**src/rtl/mac_execute.sv**
```systemverilog
// Execute-stage MUL/MAC extension: iterative radix-2^RADIX_BITS shift-add multiplier
// with one architectural accumulator; single-cycle RDACC/CLRACC.
module mac_execute #(
  parameter int WORD_W     = 32,
  parameter int RADIX_BITS = 2
) (
  input  logic              CLK,
  input  logic              nRST,
  input  logic              start,
  input  logic [1:0]        op,
  input  logic [WORD_W-1:0] rs_a,
  input  logic [WORD_W-1:0] rs_b,
  input  logic [4:0]        rd_sel,
  input  logic              flush,
  output logic              busy,
  output logic              exception,
  output logic              reg_w,
  output logic [WORD_W-1:0] reg_wdata,
  output logic              exmem_valid,
  output logic [4:0]        exmem_rd,
  output logic [WORD_W-1:0] exmem_result
);
  localparam int STEPS = WORD_W / RADIX_BITS;
  localparam int CW    = $clog2(STEPS + 1);
  localparam logic [1:0] OP_MUL = 2'b00, OP_MAC = 2'b01, OP_RDACC = 2'b10;

  typedef enum logic [1:0] {IDLE, CALC, DONE} state_t;
  typedef struct packed {
    logic [1:0] op;
    logic [4:0] rd;
  } req_t;

  state_t              state, state_n;
  req_t                req;
  logic [2*WORD_W-1:0] a_sh, prod, partial;
  logic [WORD_W-1:0]   b_q, acc, hold_data, res;
  logic [4:0]          hold_rd;
  logic [CW-1:0]       cnt;
  logic [WORD_W:0]     sum;
  logic                issue, pulse;

  assign issue   = (state == IDLE) && start && !flush;
  // multiplicand is pre-shifted each step, so the digit product lands at the right weight
  assign partial = a_sh * (2*WORD_W)'(b_q[RADIX_BITS-1:0]);
  assign sum     = {1'b0, acc} + {1'b0, prod[WORD_W-1:0]};
  assign pulse   = (state == DONE) && !flush;

  always_comb begin
    state_n = state;
    busy    = 1'b0;
    case (state)
      IDLE: if (issue) begin
        busy    = !op[1];
        state_n = op[1] ? DONE : CALC;
      end
      CALC: begin
        busy = 1'b1;
        if (flush)                 state_n = IDLE;
        else if (cnt == CW'(1))    state_n = DONE;
      end
      DONE:    state_n = IDLE;
      default: state_n = IDLE;
    endcase
  end

  always_comb begin
    case (req.op)
      OP_MUL:   res = prod[WORD_W-1:0];
      OP_MAC:   res = sum[WORD_W-1:0];
      OP_RDACC: res = acc;
      default:  res = '0;
    endcase
  end

  // pulse outputs are combinational in DONE so a late flush can still squash them
  assign exmem_valid  = pulse;
  assign exmem_rd     = pulse ? req.rd : hold_rd;
  assign exmem_result = pulse ? res : hold_data;
  assign reg_wdata    = exmem_result;
  assign reg_w        = pulse && (req.rd != 5'd0);
  assign exception    = pulse && (req.op == OP_MAC) && sum[WORD_W];

  always_ff @(posedge CLK or negedge nRST) begin
    if (!nRST) begin
      state     <= IDLE;
      req       <= '0;
      a_sh      <= '0;
      b_q       <= '0;
      prod      <= '0;
      cnt       <= '0;
      acc       <= '0;
      hold_rd   <= '0;
      hold_data <= '0;
    end else begin
      state <= state_n;
      if (issue) begin
        req  <= '{op: op, rd: rd_sel};
        a_sh <= {{WORD_W{1'b0}}, rs_a};
        b_q  <= rs_b;
        prod <= '0;
        cnt  <= CW'(STEPS);
      end else if (state == CALC && !flush) begin
        prod <= prod + partial;
        a_sh <= a_sh << RADIX_BITS;
        b_q  <= b_q >> RADIX_BITS;
        cnt  <= cnt - CW'(1);
      end
      if (pulse) begin
        hold_rd   <= req.rd;
        hold_data <= res;
        if (req.op == OP_MAC)      acc <= sum[WORD_W-1:0];
        else if (req.op == 2'b11)  acc <= '0;
      end
    end
  end
endmodule
```
**config.mk**
```make
export PLATFORM = sky130hd
export DESIGN_NAME = mac_execute
export DESIGN_NICKNAME = d
export VERILOG_FILES = /design/src/rtl/mac_execute.sv
export SDC_FILE = /design/constraint.sdc
export NUM_CORES = 1
export LEC_CHECK = 0
export ABC_AREA = 0
export BUFFER_PORTS_ARGS = -buffer_cell sky130_fd_sc_hd__buf_2
export CAP_MARGIN = 5
export CORE_UTILIZATION = 25
export CTS_CLUSTER_DIAMETER = 150
export DETAILED_ROUTE_END_ITERATION = 6
export PLACE_DENSITY_LB_ADDON = 0.15
export SLEW_MARGIN = 5
export SYNTH_ARGS = -nofsm -noshare
export SYNTH_HDL_FRONTEND = slang
export SYNTH_SLANG_ARGS = --single-unit
```
**constraint.sdc**
```tcl
create_clock -name CLK -period 4.2 [get_ports CLK]
set_input_delay 0.21 -clock CLK [delete_from_list [all_inputs] [get_ports CLK]]
set_output_delay 0.21 -clock CLK [all_outputs]
set_load 0.03 [all_outputs]
```
==> results of run 1 <==
-- sequential cells by signal, summed over array words and instances, names as in the netlist --
| register | cells |
|---|---|
| prod | 32 |
| acc | 32 |
| hold_rd | 5 |
| b_q | 32 |
| a_sh | 32 |
| cnt | 5 |
| hold_data | 32 |
| state | 2 |
| req | 7 |
-- metal layers --
layer / global-route usage [%] / share of wire (%) / vias to the layer above
li1: - / - / 5047
met1: 22.0 / 54 / 4672
met2: 21.0 / 41 / 150
met3: 2.57 / 2.8 / 28
met4: 4.98 / 1.6 / 0
met5: 0 / 0 / -
-- how the worst min path moves through the flow --
stage | depth (start not counted) | end | startpoint | slack [ps]
global route | 3 | b_q[0] | rs_b[0] | 100
detailed placement | 1 | a_sh[4] | nRST | 270
floorplan | 0 | a_sh[0] | nRST | -90
CTS | 3 | state[1] | flush | 50
finish | 3 | b_q[0] | rs_b[0] | 80
global placement | 1 | a_sh[4] | nRST | 270
-- through the flow --
stage               std cells  utilization, %  area (µm²)  setup TNS, ps
floorplan                1394               -       12200              0
global placement         2080            28.0       13400              0
detailed placement       2080            28.0       13400              0
CTS                      2183            30.9       14800              0
global route             2184            31.1       14900          -5.00
finish                   2184            31.1       14900              0
-- cell usage after synthesis, drive strengths merged (31+ instances only) --
cell    count  area (µm²)
inv       102         383
nand2     293        1100
ha         65         813
a21oi      71         359
a21o       31         233
nor2       52         195
o21ai     142         711
dfrtp     179        4480
clkbuf     63         238
fa         32         641
buf        39         267
mux2i      96         961
-- where the power goes --
group          internal (mW)  total [mW]  switching (mW)
registers               2.13        2.52           0.393
clock network           1.06        1.84           0.778
logic                   1.19        3.20            2.00
-- layout make-up --
| class | count | area, µm² | area share [%] |
|---|---|---|---|
| well taps | 615 | 769 | 5.17 |
| flip-flops and latches | 179 | 4480 | 30.1 |
| multi-input cells | 1011 | 6910 | 46.4 |
| clock inverters | 14 | 221 | 1.49 |
| inverters | 102 | 383 | 2.57 |
| repair buffers | 245 | 1680 | 11.3 |
| clock buffers | 18 | 429 | 2.89 |
-- logic make-up (layout without fill, tap and decap cells) --
| kind of cell | count (synthesis) | after routing | synth area share, % |
|---|---|---|---|
| xor+xnor | 49 | 49 | 3.53 |
| compound gates | 349 | 349 | 18.0 |
| simple gates | 418 | 418 | 14.4 |
| fa+ha+maj | 97 | 97 | 11.9 |
| buf+inv | 204 | 379 | 7.29 |
| mux | 98 | 98 | 8.08 |
| flops | 179 | 179 | 36.8 |
-- what timing repair did --
action / 4_1_cts / 5_1_grt
endpoints found under the setup margin: 9 / 24
hold buffers: 70 / 0
hold endpoints to repair: 137 / 0
gates cloned: 0 / 0
setup buffers: 1 / 1
pin swaps: 1 / 6
gates resized for setup: 8 / 20
-- worst reg2reg max path: stages (launching register included) --
cell and delay (ps):
dfrtp_1 490, buf_6 260, nand2_1 100, fa_1 480, inv_1 40, ha_1 390, o21ai_0 180, o21bai_1 80
a21oi_1 190, o221ai_2 160, a2111o_1 500, a31o_1 240, a31oi_1 240, and2b_1 180, xor2_1 150, o21ai_1 70
==> impl_metrics.yaml, run 1 <==
detailed_routing:
  routedWlPerCell_um: 15.9
  drt-total-wl_um: 34800
  vias: 9897
  ant_nets: 0
  drtPass1Iterations: 5
  vias_per_cell: 4.53
  drtIter0Drc: 585
  drcViolationCount: 0
layout:
  final_common_cell: "nand2_1"
  nFillCells: 5094
  syn2layout_area_growth_pct: 22.2
  n_antenna_cell: 0
  final_nets: 1728
  drive_gt1_share_pct: 15.3
  layout_common_cells: "291 x nand2_1, 178 x dfrtp_1, 141 x buf_2"
floorplanning:
  die-area_um2: 49600
  io_pins: 148
  chipHeight_um: 223
  die_x_um: 223
  core_area_um2: 47800
  row_count: 80
  start_util_pct: 25.4
sta:
  period_share_pct: 93.8
  finalMaxSlewViolations: 0
  hold_viol_final: 0
  setup_ws_ps: 259
  tightest_slew_ps: 1010
  max_freq_mhz: 254
  hold_ws_ps: 79.9
  finalSetupViolCount: 0
  finalCriticalPeriod_ps: 3940
  slew_headroom_pct: 32.3
  fin_skew_ps: 13.3
setup_path:
  cp.arrival_ps: 3730
  crit_family: "compound AO/OA/AOI/OAI gates"
  endpoint: "reg_wdata[31]"
  crit_path_top_delay_cell: "dfrtp_1"
  critPathKind: "reg2out"
  reg2reg_setup_slack_ps: 310
  r2r_end: "prod[28]"
  critPathMaxStageDelay_ps: 420
  path_cells: "ha_1 -> a211oi_2 -> o21ai_1 -> a32oi_1 -> o2111ai_1 -> a31oi_2 -> nor2_1 -> a41o_1 -> a31oi_1 -> mux2i_1 -> o311ai_2 -> buf_2"
  cp.required_ps: 3990
  cp_num_buf_inv: 1
  r2r-start: "b_q[0]"
  worstRegToRegCells: 15
  cp_max_fo: 4
  crit_cells: 12
  startpoint: "acc[1]"
  end_kind: "primary output"
  crit_path_start_kind: "register"
yosys:
  ys_async_sr_fraction_pct: 100
  synth_area_um2: 12200
  avgSynthCellArea_um2: 8.73
  seq_area_frac_synth_pct: 36.8
  synth-edff-count: 0
  ys_warn_count: 0
  synth_top_flop_cell: "dfrtp_1"
  synth.ff_latch_count: 179
  ys_types: 69
  syn_inst: 1394
  syn-num-nets: 1566
clock_tree:
  cts.sinks: 179
  root_buffer: "clkbuf_16"
  cts-buffers-inserted: 17
  ctsHtreeMaxLevel: 4
  clockBufferDepth: 2
  cts.clk_slew.worst_paths_ps: 80
  tritoncts: "yes"
  worstSkewPairLatency_ps: 490
global_route:
  antenna_found_initial: 0
  grt_pass1_wl_um: 56700
  grt_usage_pct: 14.7
  grt_pass1_vias: 10100
  grt_start_max_net_pins: 112
  grt_remaining_overflow: 0
status:
  outcome: "finished clean"
job:
  cap_violations: 0
worst_hold_path:
  hold_path.class: "in2reg"
power:
  vdd_ir_drop_max_mv: 0.267
  pwr_density_cell_nw_per_um2: 509
  p_leak_nw: 7.33
  finalPower_mw: 7.56
placement:
  pre_cts_ws_ps: 229
  portBuffers: 147
  dp_hpwl_um: 25300
  place.gp.congestion: 0.829
Power figures use the tool's default switching activity.
==> run 2, diff against run 1 <==
Settings changed: CORE_ASPECT_RATIO from default to 1.75.
==> impl_metrics.yaml, run 2 (synthesis results as in run 1) <==
status:
  outcome: "finished clean"
sta:
  rsz0062_at_grt: "no"
  slew_headroom_pct: 42.4
  max_freq_mhz: 251
  fin_skew_ps: 12.4
  finalMaxSlewViolations: 0
  finalCriticalPeriod_ps: 3980
  setup_tns_ps: 0
  hold_viol_final: 0
  finalSetupViolCount: 0
  tightest_slew_ps: 865
  period_share_pct: 94.9
  hold_ws_ps: 29.8
power:
  clkPwrFrac_pct: 22.6
  finalPower_mw: 7.37
  vdd_ir_drop_max_mv: 0.296
  p_leak_nw: 7.28
  pwr_density_cell_nw_per_um2: 499
  switching_share_pct: 43.7
  p_int_mw: 4.15
  seqPwrFrac_pct: 34.6
  pwr-share-comb_pct: 42.8
  p_sw_mw: 3.22
clock_tree:
  tritoncts: "yes"
  worstSkewPairLatency_ps: 460
  clockBufferDepth: 2
  cts.clk_slew.worst_paths_ps: 70
  cts.sinks: 179
  root_buffer: "clkbuf_16"
  ctsHtreeMaxLevel: 4
  cts-buffers-inserted: 17
setup_path:
  critPathMaxStageDelay_ps: 400
  cp_max_fo: 4
  startpoint: "prod[0]"
  cp.required_ps: 3990
  crit_path_top_delay_cell: "dfrtp_1"
  cp.arrival_ps: 3770
  crit_path_start_kind: "register"
  end_kind: "primary output"
  r2r-start: "b_q[0]"
  critPathKind: "reg2out"
  path_cells: "ha_1 -> inv_1 -> fa_1 -> nand2b_1 -> a21oi_2 -> o31a_1 -> a31o_2 -> a311o_1 -> nand2_1 -> o31ai_2 -> a21oi_1 -> a2111oi_1 -> buf_4"
detailed_routing:
  drt-met1-wl_um: 15900
  drt-total-wl_um: 36400
  topRoutingLayerUsed: "met4"
  wl_met3_um: 769
  route.met2.wl_um: 19000
  vias_per_cell: 4.57
  drtPass1Iterations: 4
  drcViolationCount: 0
  routedWlPerCell_um: 16.5
  ant_nets: 0
  drtIter0Drc: 401
  vias: 10100
placement:
  dp_hpwl_um: 27200
  place.gp.congestion: 0.847
  portBuffers: 147
  placed_cell_area_um2: 13500
global_route:
  grt_pass1_vias: 10600
  antenna_found_initial: 0
  grt_start_max_net_pins: 140
  grt_remaining_overflow: 0
  grt_pass1_wl_um: 58500
  grt_usage_pct: 15.2
layout:
  final_common_cell: "nand2_1"
  layout_common_cells: "291 x nand2_1, 178 x dfrtp_1, 144 x buf_2"
  syn2layout_area_growth_pct: 21.5
  drive_gt1_share_pct: 14.8
  final_nets: 1723
  fin_area_um2: 14800
  fin_util_pct: 30.9
floorplanning:
  start_util_pct: 25.4
  core_area_um2: 47900
  row_count: 106
  io_pins: 148
  chipHeight_um: 294
  die_x_um: 169
  die-area_um2: 49600
worst_hold_path:
  worstHoldStart: "rs_a[13]"
  hold_path.class: "in2reg"
job:
  cap_violations: 0
-- run 2: cell count changes in the layout (fill, tap and decap cells not counted), moves of 3 or more --
cell | before | now
buf_4 | 31 | 24
buf_2 | 141 | 144
bufinv_16 | 5 | 1
inv_8 | 0 | 3
dlygate4sd3_1 | 70 | 67
-- run 2: what timing repair did --
item / 4_1_cts / 5_1_grt
cloned: 0 / 0
endpoints found under the setup margin: 9 / 12
setup buffers: 1 / 0
endpoints found under the hold margin: 141 / 0
resized for setup: 5 / 10
hold buffers: 67 / 0
pin swaps: 1 / 1
-- run 2: layout make-up --
type                            count  area (µm²)
Clock buffer                       17         425
Timing Repair Buffer              240        1650
Multi-Input combinational cell   1011        6860
Clock inverter                     15         163
Sequential cell                   179        4480
Antenna cell                        1        2.50
Inverter                          102         383
Tap cell                          648         811
Fill cell                        5107       33100
-- run 2: critical path, delay by kind of cell, from the launching register on --
family	cells	cell delay (ps)
compound gates	7	1690
fa+ha+maj	2	600
buf+inv	2	310
flops	1	400
simple gates	2	320
-- run 2: final timing paths --
kind                            endpoint  slack, ps  cells after the start
hold reg to reg               hold_rd[1]        480                      2
hold / removal                  a_sh[13]         30                      3
setup reg to reg                prod[29]        320                     15
max in group asynchronous  hold_data[13]       2940                      3
setup / recovery               exception        220                     13
min in group asynchronous       a_sh[20]        330                      2
-- run 2: power by group through the flow --
stage               clock network (mW)  logic (mW)  registers, mW
floorplan                            0        2.47           2.38
global placement                     0        3.12           2.59
detailed placement                   0        3.14           2.59
CTS                               1.73        3.21           2.56
global route                      1.79        3.56           2.62
finish                            1.67        3.15           2.55
-- run 2: stage by stage --
step | std cells | worst slack, ps
after CTS | 2212 | 46.2
after detailed placement | 2112 | 273
final | 2213 | 215
after global placement | 2112 | 346
after floorplan | 1394 | 87.9
after global routing | 2212 | 9.76
-- run 2: per-layer routing --
| layer | up-vias | global-route usage (%) |
|---|---|---|
| li1 | 5040 | - |
| met1 | 4878 | 18.1 |
| met2 | 165 | 28.0 |
| met3 | 37 | 1.75 |
| met4 | 0 | 5.30 |
| met5 | - | 0 |
